$ cat src/rtl/uart_tx_fifo_if.sv
// uart_tx_fifo_if: word stream into the UART transmitter FIFO.
//
// Handshake: a word transfers on a rising clock edge where in_valid and
// in_ready are both high. The master holds in_data stable while in_valid is
// high and may not withdraw a word until it has transferred. in_ready depends
// only on the receiver's state, never on in_valid.
//
// Signals:
//   in_data  : word to transmit (DATA_BITS wide)
//   in_valid : master has a word on in_data
//   in_ready : slave can accept a word this cycle
interface uart_tx_fifo_if #(
   parameter int DATA_BITS = 8
) ();
   logic [DATA_BITS-1:0] in_data;
   logic                 in_valid;
   logic                 in_ready;

   modport master (output in_data, output in_valid, input in_ready);
   modport slave  (input in_data, input in_valid, output in_ready);
endinterface

$ cat src/rtl/uart_tx_fifo.sv
// uart_tx_fifo: buffered UART transmitter with its own baud generator.
// Words arrive on a valid/ready stream, wait in a power-of-two FIFO and are
// sent as start bit, DATA_BITS data bits LSB first, optional parity bit and
// STOP_BITS stop bits. Each bit lasts DIV = CLK_FREQ / BAUD clocks.
//
// Ports:
//   clk        : clock
//   rst        : synchronous active-high reset (flushes FIFO, truncates frame)
//   s_if       : input word stream (slave side: in_data, in_valid, in_ready)
//   tx         : registered serial output, idle high
//   busy       : frame in progress or FIFO non-empty
//   fifo_count : occupied FIFO entries
//   dbg_state  : current transmitter state (IDLE=0 START=1 DATA=2 PAR=3 STOP=4)
module uart_tx_fifo #(
   parameter int CLK_FREQ   = 100000000,
   parameter int BAUD       = 19200,
   parameter int DATA_BITS  = 8,
   parameter int PARITY     = 0,
   parameter int STOP_BITS  = 1,
   parameter int FIFO_DEPTH = 16
) (
   input  logic                          clk,
   input  logic                          rst,
   uart_tx_fifo_if.slave                 s_if,
   output logic                          tx,
   output logic                          busy,
   output logic [$clog2(FIFO_DEPTH):0]   fifo_count,
   output logic [2:0]                    dbg_state
);
   localparam int DIV   = CLK_FREQ / BAUD;
   localparam int CNT_W = $clog2(DIV);
   localparam int PTR_W = $clog2(FIFO_DEPTH);
   localparam int CW    = PTR_W + 1;

   localparam logic [CNT_W-1:0] CNT_LAST  = CNT_W'(DIV - 1);
   localparam logic [2:0]       DATA_LAST = 3'(DATA_BITS - 1);
   localparam logic [2:0]       STOP_LAST = 3'(STOP_BITS - 1);
   localparam logic [CW-1:0]    FULL      = CW'(FIFO_DEPTH);

   typedef enum logic [2:0] {
      S_IDLE  = 3'd0,
      S_START = 3'd1,
      S_DATA  = 3'd2,
      S_PAR   = 3'd3,
      S_STOP  = 3'd4
   } state_t;

   // FIFO storage; no reset needed because the pointers define validity.
   logic [DATA_BITS-1:0] mem_q [FIFO_DEPTH];

   logic [PTR_W-1:0]     wr_ptr_q, wr_ptr_d;
   logic [PTR_W-1:0]     rd_ptr_q, rd_ptr_d;
   logic [CW-1:0]        count_q, count_d;
   state_t               state_q, state_d;
   logic [CNT_W-1:0]     cnt_q, cnt_d;
   logic [2:0]           bit_q, bit_d;
   logic [DATA_BITS-1:0] shift_q, shift_d;
   logic                 par_q, par_d;
   logic                 tx_q, tx_d;

   logic                 push;
   logic                 pop;
   logic                 fifo_empty;
   logic                 cnt_last;
   logic [DATA_BITS-1:0] head;
   logic                 head_par;

   // Full refuses a push even when a pop happens on the same edge.
   assign s_if.in_ready = !rst && (count_q != FULL);
   assign push          = s_if.in_valid && s_if.in_ready;
   assign fifo_empty    = (count_q == '0);
   assign head          = mem_q[rd_ptr_q];
   // Odd parity: inverted XOR makes the total number of ones odd.
   assign head_par      = (PARITY == 1) ? ~^head : ^head;
   assign cnt_last      = (cnt_q == CNT_LAST);

   always_comb begin
      wr_ptr_d = push ? wr_ptr_q + 1'b1 : wr_ptr_q;
      rd_ptr_d = pop  ? rd_ptr_q + 1'b1 : rd_ptr_q;
      count_d  = count_q;
      case ({push, pop})
         2'b10:   count_d = count_q + 1'b1;
         2'b01:   count_d = count_q - 1'b1;
         default: count_d = count_q;
      endcase
   end

   // Transmitter FSM. tx_d is the line level of the current state; it is
   // registered, so tx lags state_q by one clock.
   always_comb begin
      state_d = state_q;
      cnt_d   = cnt_q;
      bit_d   = bit_q;
      shift_d = shift_q;
      par_d   = par_q;
      tx_d    = 1'b1;
      pop     = 1'b0;
      case (state_q)
         S_IDLE: begin
            if (!fifo_empty) begin
               pop     = 1'b1;
               shift_d = head;
               par_d   = head_par;
               cnt_d   = '0;
               bit_d   = '0;
               state_d = S_START;
            end
         end
         S_START: begin
            tx_d = 1'b0;
            if (cnt_last) begin
               cnt_d   = '0;
               bit_d   = '0;
               state_d = S_DATA;
            end else begin
               cnt_d = cnt_q + 1'b1;
            end
         end
         S_DATA: begin
            tx_d = shift_q[0];
            if (cnt_last) begin
               cnt_d   = '0;
               shift_d = shift_q >> 1;
               if (bit_q == DATA_LAST) begin
                  bit_d   = '0;
                  state_d = (PARITY != 0) ? S_PAR : S_STOP;
               end else begin
                  bit_d = bit_q + 1'b1;
               end
            end else begin
               cnt_d = cnt_q + 1'b1;
            end
         end
         S_PAR: begin
            tx_d = par_q;
            if (cnt_last) begin
               cnt_d   = '0;
               bit_d   = '0;
               state_d = S_STOP;
            end else begin
               cnt_d = cnt_q + 1'b1;
            end
         end
         S_STOP: begin
            tx_d = 1'b1;
            if (cnt_last) begin
               cnt_d = '0;
               if (bit_q == STOP_LAST) begin
                  bit_d = '0;
                  // Chain straight into the next frame when data is waiting.
                  if (!fifo_empty) begin
                     pop     = 1'b1;
                     shift_d = head;
                     par_d   = head_par;
                     state_d = S_START;
                  end else begin
                     state_d = S_IDLE;
                  end
               end else begin
                  bit_d = bit_q + 1'b1;
               end
            end else begin
               cnt_d = cnt_q + 1'b1;
            end
         end
         default: state_d = S_IDLE;
      endcase
   end

   always_ff @(posedge clk) begin
      if (rst) begin
         state_q  <= S_IDLE;
         cnt_q    <= '0;
         bit_q    <= '0;
         shift_q  <= '0;
         par_q    <= 1'b0;
         tx_q     <= 1'b1;
         wr_ptr_q <= '0;
         rd_ptr_q <= '0;
         count_q  <= '0;
      end else begin
         state_q  <= state_d;
         cnt_q    <= cnt_d;
         bit_q    <= bit_d;
         shift_q  <= shift_d;
         par_q    <= par_d;
         tx_q     <= tx_d;
         wr_ptr_q <= wr_ptr_d;
         rd_ptr_q <= rd_ptr_d;
         count_q  <= count_d;
      end
   end

   always_ff @(posedge clk) begin
      if (push) begin
         mem_q[wr_ptr_q] <= s_if.in_data;
      end
   end

   assign tx         = tx_q;
   assign busy       = (state_q != S_IDLE) || !fifo_empty;
   assign fifo_count = count_q;
   assign dbg_state  = state_q;
endmodule

$ cat src/flat_wrapper.sv
// flat-port wrapper written by rule: the top's interface ports become plain ports
module uart_tx_fifo_flat 
#(
   parameter int CLK_FREQ   = 100000000,
   parameter int BAUD       = 19200,
   parameter int DATA_BITS  = 8,
   parameter int PARITY     = 0,
   parameter int STOP_BITS  = 1,
   parameter int FIFO_DEPTH = 16
)
  (clk, rst, tx, busy, fifo_count, dbg_state, s_if_in_data, s_if_in_valid, s_if_in_ready);
  uart_tx_fifo_if #(.DATA_BITS(DATA_BITS)) s_if_i ();
  input  logic clk;
  input  logic rst;
  output logic tx;
  output logic busy;
  output logic [$clog2(FIFO_DEPTH):0] fifo_count;
  output logic [2:0] dbg_state;
  input wire logic [$bits(s_if_i.in_data)-1:0] s_if_in_data;
  input wire logic [$bits(s_if_i.in_valid)-1:0] s_if_in_valid;
  output wire logic [$bits(s_if_i.in_ready)-1:0] s_if_in_ready;
  assign s_if_i.in_data = s_if_in_data;
  assign s_if_i.in_valid = s_if_in_valid;
  assign s_if_in_ready = s_if_i.in_ready;
  uart_tx_fifo #(.CLK_FREQ(CLK_FREQ), .BAUD(BAUD), .DATA_BITS(DATA_BITS), .PARITY(PARITY), .STOP_BITS(STOP_BITS), .FIFO_DEPTH(FIFO_DEPTH)) u_core (.clk(clk), .rst(rst), .s_if(s_if_i), .tx(tx), .busy(busy), .fifo_count(fifo_count), .dbg_state(dbg_state));
endmodule
$ cat config.mk
export PLATFORM = sky130hd
export DESIGN_NAME = uart_tx_fifo_flat
export DESIGN_NICKNAME = d
export VERILOG_FILES = /design/src/rtl/uart_tx_fifo_if.sv /design/src/rtl/uart_tx_fifo.sv /design/src/flat_wrapper.sv
export SDC_FILE = /design/constraint.sdc
export NUM_CORES = 1
export LEC_CHECK = 0
export ABC_AREA = 1
export CAP_MARGIN = 5
export CORE_UTILIZATION = 50
export CTS_BUF_LIST = sky130_fd_sc_hd__clkbuf_4 sky130_fd_sc_hd__clkbuf_8
export CTS_CLUSTER_SIZE = 10
export DETAILED_ROUTE_END_ITERATION = 12
export PLACE_DENSITY = 0.68
export SLEW_MARGIN = 20
export SYNTH_ARGS = -nofsm -noshare
export SYNTH_HDL_FRONTEND = slang
export SYNTH_SLANG_ARGS = --single-unit
export TNS_END_PERCENT = 10
$ cat constraint.sdc
create_clock -name clk -period 3.5 [get_ports clk]
set_input_delay 0.525 -clock clk [delete_from_list [all_inputs] [get_ports clk]]
set_output_delay 0.525 -clock clk [all_outputs]
set_load 0.05 [all_outputs]
Word-level counts from Yosys, hierarchy flattened
Memory sizes are Yosys's and may differ from the RTL's. A register that Yosys moved wholly into a read port is not among the register bits.
Index checks and enable logic that the tools add are counted.
W data, S select, Z words.
{ "op_classes": {"n_mux": 38, "n_eq_ne": 17, "n_reduce_logical": 22, "n_addsub": 6} }
{ "op_table": {"columns": ["op", "count"], "rows": [
  ["$mux W3", 13],
  ["$mux W8", 4],
  ["$mux W13", 2],
  ["$pmux W13 S2", 1],
  ["$pmux W8 S3", 1],
  ["$pmux W3 S5", 1],
  ["$ne A2 B1 Y1 const B", 7],
  ["$add A13 B1 Y13 const B", 1],
  ["$eq A13 B13 Y1 const B", 1],
  ["$pmux W3 S4", 1],
  ["$pmux W5 S2", 1],
  ["$mux W1", 9],
  ["$add A4 B1 Y4 const B", 2],
  ["$mux W4", 2],
  ["$reduce_xor A8 Y1", 1],
  ["$reduce_and A7 Y1", 1],
  ["$eq A3 B2 Y1 const B", 2],
  ["$eq A3 B3 Y1 const B", 2],
  ["$logic_not A3 Y1", 2],
  ["$reduce_bool A2 Y1", 3],
  ["$reduce_bool A3 Y1", 2],
  ["$add A5 B1 Y5 const B", 1],
  ["$logic_not A5 Y1", 1],
  ["$ne A5 B5 Y1 const B", 1],
  ["other kinds (18)", 21]
]} }
{ "word_totals": {"ram_bits": 128, "out_inout_bits": 11, "n_memories": 1, "inputBits": 11, "regBits": 42} }
{ "mem_list": {"columns": ["memory", "words", "word_bits", "rd", "rd_ports_with_merged_regs", "wr", "line", "source"], "rows": [
  ["u_core.mem_q", 16, 8, 1, 1, 1, "uart_tx_fifo.sv:49", "logic [DATA_BITS-1:0] mem_q [FIFO_DEPTH];"]
]} }

Longest topological paths before layout
{ "logic_depth": {"ltp_word": 7, "ltp_mapped": 17, "depth_no_buf": 17} }

Least setup slack after synthesis
No wires, ideal clock.
{ "synth_timing": {"path_type": "register to register", "startpoint": "reg u_core.state_q[1], in the netlist u_core.dbg_state[1]", "endpoint": "reg u_core.count_q[4], in the netlist u_core.fifo_count[4]", "synth_period_minus_slack_ns": 2.920, "path_slack_ns": 0.580, "path_stages_with_launch": 16, "path_buffers": 1, "arrival_time_ns": 2.850, "cell_sequence": "dfxtp_1 inv_1 nor3_1 buf_2 o21ai_2 nand4_2 inv_2 ha_1 xor2_1 ha_1 inv_1 nand2_1 nand2_1 o311ai_0 o21ai_0 a21oi_1"} }
{ "synth_between": {"elab_chain_len": 4, "elab_cells_between_ends": 7, "classes_between": "eq/ne (3); mux (2); reduce/logical (2)"} }
{ "synth_rtl": {"columns": ["item", "line", "source"], "rows": [
  ["from (decl)", "uart_tx_fifo.sv:54", "state_t state_q, state_d;"],
  ["from (signal assigned)", "uart_tx_fifo.sv:182", "state_q <= state_d;"],
  ["$eq A3 B3 Y1 or $logic_not A3 Y1 (tied branches)", "uart_tx_fifo.sv:98", "case (state_q)"],
  ["$pmux W1 S2 (*)", "uart_tx_fifo.sv:98", null],
  ["$eq A2 B1 Y1 or $eq A2 B2 Y1 (tied branches)", "uart_tx_fifo.sv:81", "case ({push, pop})"],
  ["$pmux W5 S2 or $reduce_bool A2 Y1 (tied branches)", null, null],
  ["to (signal assigned)", "uart_tx_fifo.sv:190", "count_q <= count_d;"],
  ["to (decl)", "uart_tx_fifo.sv:53", "logic [CW-1:0] count_q, count_d;"]
]} }
Every way passes the cells marked *; elsewhere a longest branch is shown, timed or not.
A chain may end at the register's enable or synchronous reset.

Worst setup path in the final report
{ "layout_timing": {"startpoint": "reg u_core.cnt_q[0]", "endpoint": "reg u_core.count_q[4], in the netlist u_core.fifo_count[4]"} }
{ "layout_between": {"elab_chain_len": 5, "elab_cells_between_ends": 7, "classes_between": "eq/ne (3); mux (3); reduce/logical (1)"} }
{ "layout_rtl": {"columns": ["item", "line", "source"], "rows": [
  ["from (decl)", "uart_tx_fifo.sv:55", "logic [CNT_W-1:0] cnt_q, cnt_d;"],
  ["from (signal assigned)", "uart_tx_fifo.sv:183", "cnt_q <= cnt_d;"],
  ["$eq A13 B13 Y1 (*)", "uart_tx_fifo.sv:75", "assign cnt_last = (cnt_q == CNT_LAST);"],
  ["$mux W1 (*)", "uart_tx_fifo.sv:146", "if (cnt_last) begin"],
  ["$pmux W1 S2 (*)", "uart_tx_fifo.sv:98", null],
  ["$eq A2 B1 Y1 or $eq A2 B2 Y1 (tied branches)", "uart_tx_fifo.sv:81", null],
  ["$pmux W5 S2 or $reduce_bool A2 Y1 (tied branches)", null, null]
]} }
Marks and branches as above.

==> run_results.csv <==
group,metric,value,unit
logic_synthesis,synth-xor-area-share,0.00771,
route,vias,5682,
worst_setup_path,crit_start,"u_core.cnt_q[0]",
clock_tree,root_buffer,"clkbuf_8",
sta,final_hold_viol_count,0,
worst_setup_path,crit_type,"flip-flop to flip-flop",
worst_setup_path,cp_max_fo,11,
worst_hold_path,hold_path_depth,2,
logic_synthesis,synth_fp_nets,840,
placed_design,place_congestion,0.877,
floorplanning,core_area,15200,µm²
worst_hold_path,worstHoldStart,"u_core.shift_q[7]",
global_routing,grt_pass1_wl,27400,µm
worst_setup_path,reg2reg_depth,17,
clock_tree,clock_path_buffers,2,
logic_synthesis,yosys.cell_types.count,40,
clock_tree,post_cts_buffers,0,
final_layout,final_cell_mix,"nand2_1, edfxtp_1, inv_1",
worst_setup_path,cp.arrival,3.54,ns
placed_design,dp.cells,1012,
logic_synthesis,synthArstFlopShare,0,
sta,hold_slack,0.470,ns
logic_synthesis,synth_seq_area_share,0.612,
sta,finalMaxSlewViolations,0,
placed_design,io_buffers,21,
final_layout,nets,866,
pwr,cellLeakagePower,3.48,nW
logic_synthesis,syn_area_per_cell,9.54,µm²
final_layout,fin_util,0.566,
sta,worst_slew_pin_slew,0.913,ns
logic_synthesis,synth_fa_ha_area_frac,0.0193,
final_layout,syn_to_final_growth,10.5,%
final_layout,mostFrequentLayoutCell,"nand2_1",
logic_synthesis,synth_compound_area_frac,0.0708,
logic_synthesis,syn_inst,817,
outcome,run_status,"finished, final reports clean",
worst_setup_path,rrSetupSlack,0.31,ns
worst_setup_path,r2r-end,"u_core.fifo_count[4]",
floorplanning,initial_core_util,0.513,
floorplanning,dieArea,16100,µm²
logic_synthesis,synth_top_family_by_area,"simple AND/OR/NAND/NOR gates",
clock_tree,cts_tree,"built",
global_routing,grt_max_degree,74,
final_layout,antennaDiodeCount,0,
logic_synthesis,yosys_register_bits,174,
route,via_per_inst,5.44,
global_routing,overflow,0,
final_layout,drive_above_1_share,0.0853,
logic_synthesis,synth_area,7790,µm²
clock_tree,cts_made_buffers,17,
run,cap_violations,0,
sta,fmax,313,MHz
worst_setup_path,start_kind,"flip-flop",
sta,rsz0062_at_grt,"false",
clock_tree,clock_sinks,174,
route,dr.first_iter.drc_count,481,
sta,finalCriticalPeriod,3.19,ns
route,drc,0,
worst_hold_path,min_to,"u_core.shift_q[7]",
placed_design,hpwl,11000,µm
global_routing,grt_use_total,0.225,
sta,slew_headroom,0.389,
sta,fin_crit_sh,0.912,
route,wire_per_inst,16.2,µm
sta,timing.setup.tns,0,ns
route,wl,16900,µm
route,dr.pass1.iters,5,
sta,finClkSkew,0.0118,ns
clock_tree,clk_latency,0.47,ns
final_layout,nFillCells,1321,
worst_setup_path,critPathCaptureType,"flip-flop",
floorplanning,io_pins,22,
logic_synthesis,yosysWarningCount,0,
clock_tree,path_clk_slew,0.09,ns
clock_tree,postCtsHoldBufs,0,
clock_tree,cts_resized,0,
worst_setup_path,reg2reg_from,"u_core.cnt_q[0]",
route,final_antenna_net_count,0,
pwr,power,0.00625,W
sta,final-setup-viol-count,0,
logic_synthesis,synth-simple-area-share,0.220,
logic_synthesis,synth_ff_type,"edfxtp_1",
pwr,power.density,727,nW/µm²
worst_hold_path,hold_class,"flip-flop to flip-flop",
floorplanning,die_y,127,µm
global_routing,antenna_found_initial,0,
pwr,ir_drop,0.000588,V
final_layout,final_cells,1044,
logic_synthesis,synth-edff-count,128,
global_routing,grt_pass1_vias,5439,
floorplanning,rows,45,
floorplanning,die_x,127,µm
logic_synthesis,synthMuxAreaShare,0,
worst_setup_path,required,3.85,ns
clock_tree,htree_levels,4,
## routing by layer
layer	track usage	vias up	wire length [µm]
li1	-	2784	-
met1	0.289	2727	7360
met2	0.374	151	8320
met3	0.0456	20	987
met4	0.0917	0	263
met5	0	-	0
## cell usage after synthesis (8+ instances only)
cell type | count | share of area
dfxtp_1 | 46 | 0.12
buf_6 | 8 | 0.012
o21ai_0 | 18 | 0.012
ha_1 | 12 | 0.019
nor3_1 | 9 | 0.0058
buf_2 | 9 | 0.0058
nand3_1 | 78 | 0.050
o21ai_1 | 16 | 0.010
nor2_1 | 62 | 0.030
a21oi_1 | 41 | 0.026
inv_1 | 83 | 0.040
inv_2 | 10 | 0.0048
nand2_1 | 232 | 0.11
edfxtp_1 | 128 | 0.49
## cells by family after synthesis
logic type | after synthesis
compound gates | 97
xor+xnor | 6
fa+ha+maj | 12
buf+inv | 121
flops | 174
simple gates | 407
## registers in the layout, summed over array words and instances (netlist names), named ones only
register	flops
u_core.fifo_count	5
u_core.par_q	1
u_core.shift_q	8
u_core.mem_q	128
u_core.dbg_state	3
u_core.tx	1
u_core.rd_ptr_q	4
u_core.cnt_q	13
u_core.bit_q	3
u_core.wr_ptr_q	4
## stage by stage
stage / area, µm² / worst slack (ns)
final: 8610 / 0.307
after global routing: 8610 / 0.00380
after CTS: 8610 / 0.389
after detailed placement: 8150 / 0.432
after global placement: 8150 / 0.609
after floorplan: 7790 / 0.580
## final cells by class
class,count,area [µm²],area share
sequential,174,4770,0.554
multi-input combinational,522,2480,0.288
inverter,94,355,0.0413
timing repair buffer,34,318,0.0369
clock buffer,18,241,0.0281
tap,188,235,0.0273
clock inverter,14,213,0.0247
## worst max-delay path, stage by stage, from the launching register on
cell and delay [ns]:
dfxtp_1 0.41, ha_1 0.21, nand2_1 0.08, nor3_1 0.13, nand3_1 0.22, o21ai_2 0.16, nand4_2 0.17, inv_2 0.21
ha_1 0.29, xor2_1 0.21, ha_1 0.18, inv_1 0.04, nand2_1 0.10, nand2_1 0.08, o32ai_1 0.13, o311ai_0 0.21
o21ai_0 0.18, a21oi_1 0.05
## power by group
part | internal (W) | switching, W
sequential | 0.00234 | 0.0000976
clock | 0.000857 | 0.000730
combinational | 0.000695 | 0.00153
total | 0.00389 | 0.00236
## worst max path at each step
| stage | end | slack [ns] |
|---|---|---|
| detailed placement | u_core.fifo_count[4] | 0.43 |
| finish | u_core.fifo_count[4] | 0.31 |
| CTS | u_core.fifo_count[4] | 0.39 |
| global route | u_core.fifo_count[4] | 0.004 |
| global placement | u_core.fifo_count[4] | 0.61 |
| floorplan | u_core.fifo_count[4] | 0.58 |
Power figures use the tool's default switching activity.
==> patch, RTL diff (same flow settings) <==
Register the output `dbg_state` once more, with the module's reset; this adds one clock of latency there. The other outputs are not delayed to match.
--- a/src/rtl/uart_tx_fifo.sv
+++ b/src/rtl/uart_tx_fifo.sv
@@ -201,5 +201,11 @@
    assign busy       = (state_q != S_IDLE) || !fifo_empty;
    assign fifo_count = count_q;
-   assign dbg_state  = state_q;
+   always_ff @(posedge clk) begin
+      if (rst) begin
+         dbg_state <= '0;
+      end else begin
+         dbg_state <= state_q;
+      end
+   end
 endmodule
 
Check against the original RTL: not equivalent (a bounded check fails within 4 cycles, from zero or initial values and one cycle with rst high).
==> patch against the original RTL <==
Area after synthesis rose by 3.0%; first-iteration DRC count fell by 12%; clock power shrank 4%; largest power group unchanged; power increased by 3.3%; non-clock buffer count grew 4; combinational power rose by 10%; sequential cell count grew 3; routed wire length down 0.43%; final area increased by 3.2%; count of clock-buffer cells in the layout down 1; worst setup slack better by 0.46 ns; die area is 2.9% higher; sequential share of layout area fell by 1.1 points; core utilization is 0.97 points higher.
==> patch: results (changes against the original RTL) <==
| Metric | Value |
|---|---|
| Outcome | `finished clean` |
| Compound-Gate Fraction of Synth Area | `5.60% (-1.5 points)` |
| Unique masters post-synth | `37 (-7.5%)` |
| FILL cells | `1364 (+3.3%)` |
| Syn Nets | `895 (+6.5%)` |
| Placed cells | `1093 (+8.0%)` |
| Largest net degree at the start of global routing | `66 (-11%)` |
| Proportion of layout cells with a drive suffix above 1 | `9.30% (+0.77 points)` |
| Static Leak | `3.70 nW (+6.5%)` |
| Hold Crit Class | `reg2reg` |
| Synth cell count leaders | `nand2_1, edfxtp_1, inv_1` |
| CTS Buf Count | `17 (unchanged)` |
| Clk_skew | `0.0116 ns (-0.000190 ns)` |
| VDD IR max | `0.000574 V (-2.4%)` |
| Critical Path Source Type | `flip-flop` |
| Largest cells by area after synthesis | `edfxtp_1, nand2_1, dfxtp_1` |
| Post-DP HPWL | `10900 um (-1.1%)` |
| Worst Path Arrival | `3.11 ns (-0.43 ns)` |
| Met2 Routed Length | `7760 um (-6.7%)` |
| PortBufs | `21 (unchanged)` |
| Met1 WL | `7980 um (+8.5%)` |
| Starting DRT DRC Count | `421 (-12%)` |
| Placer Congestion | `0.835 (-4.7%)` |
| GR Util met2 | `34.6% (-2.8 points)` |
| Pint | `3.88 mW (-0.35%)` |
| Worst-margin pin slew | `0.758 ns (-0.155 ns)` |
| Post-synthesis xor/xnor area fraction | `0.437% (-0.33 points)` |
| Predominant post-synthesis flop cell | `edfxtp_1` |
| CP peak stage delay | `0.39 ns (-0.02 ns)` |
| Drt pass-1 iters | `4 (-1)` |
| Sequential share of the synthesized area | `60.1% (-1.0 points)` |
| Met1 Track Usage GR | `30.2% (+1.3 points)` |
| Post-DR wirelength/cell | `15.0 um (-7.6%)` |
| Reg2Reg Depth | `19 (+2)` |
| Synth Instances | `873 (+6.9%)` |
| Power in combinational cells | `2.46 mW (+10%)` |
| Initial antenna violation count | `0 (unchanged)` |
| Number of global-route vias before repair | `5314 (-2.3%)` |
| Ys async rst share | `0% (unchanged)` |
| First-pass GRT wire length | `27200 um (-0.53%)` |
| Vias | `5763 (+1.4%)` |
| Routed WL | `16900 um (-0.43%)` |
| GRT Total Usage | `21.8% (-0.72 points)` |
| Hold slack | `0.473 ns (+0.00361 ns)` |
| Worst reg-to-reg setup slack | `0.77 ns (+0.46 ns)` |
| Seq. pwr | `2.48 mW (+2%)` |
| Adder-cell share of the synthesized area | `1.72% (-0.21 points)` |
| Fin nets | `923 (+6.6%)` |
| Metal3 WL | `887 um (-10%)` |
| GRT met3 Usage | `4.45% (-0.11 points)` |
[patch: cell count changes after synthesis, sizes merged, moves of 4 or more]
cell / before / now
nor4: 6 / 2
o21ai: 35 / 27
a211oi: 6 / 2
nand4: 4 / 9
nor2: 66 / 61
nand3: 78 / 96
inv: 94 / 118
nand2: 238 / 272
[patch: per-stage QoR]
stage	area (sq um)	total power, mW	setup slack [ns]
5_1_grt	8890	6.90	0.461
3_5_place_dp	8460	4.98	0.690
3_3_place_gp	8460	4.94	0.730
6_report	8890	6.46	0.766
2_1_floorplan	8020	4.43	0.746
4_1_cts	8890	6.49	0.778
[patch: final cells by class]
cell class / instances / area (sq um) / share of cell area, %
Tap cell: 211 / 264 / 2.97
Sequential cell: 177 / 4830 / 54.3
Inverter: 118 / 448 / 5.04
Timing Repair Buffer: 38 / 348 / 3.91
Multi-Input combinational cell: 549 / 2570 / 28.9
Clock buffer: 17 / 234 / 2.63
Clock inverter: 15 / 196 / 2.21
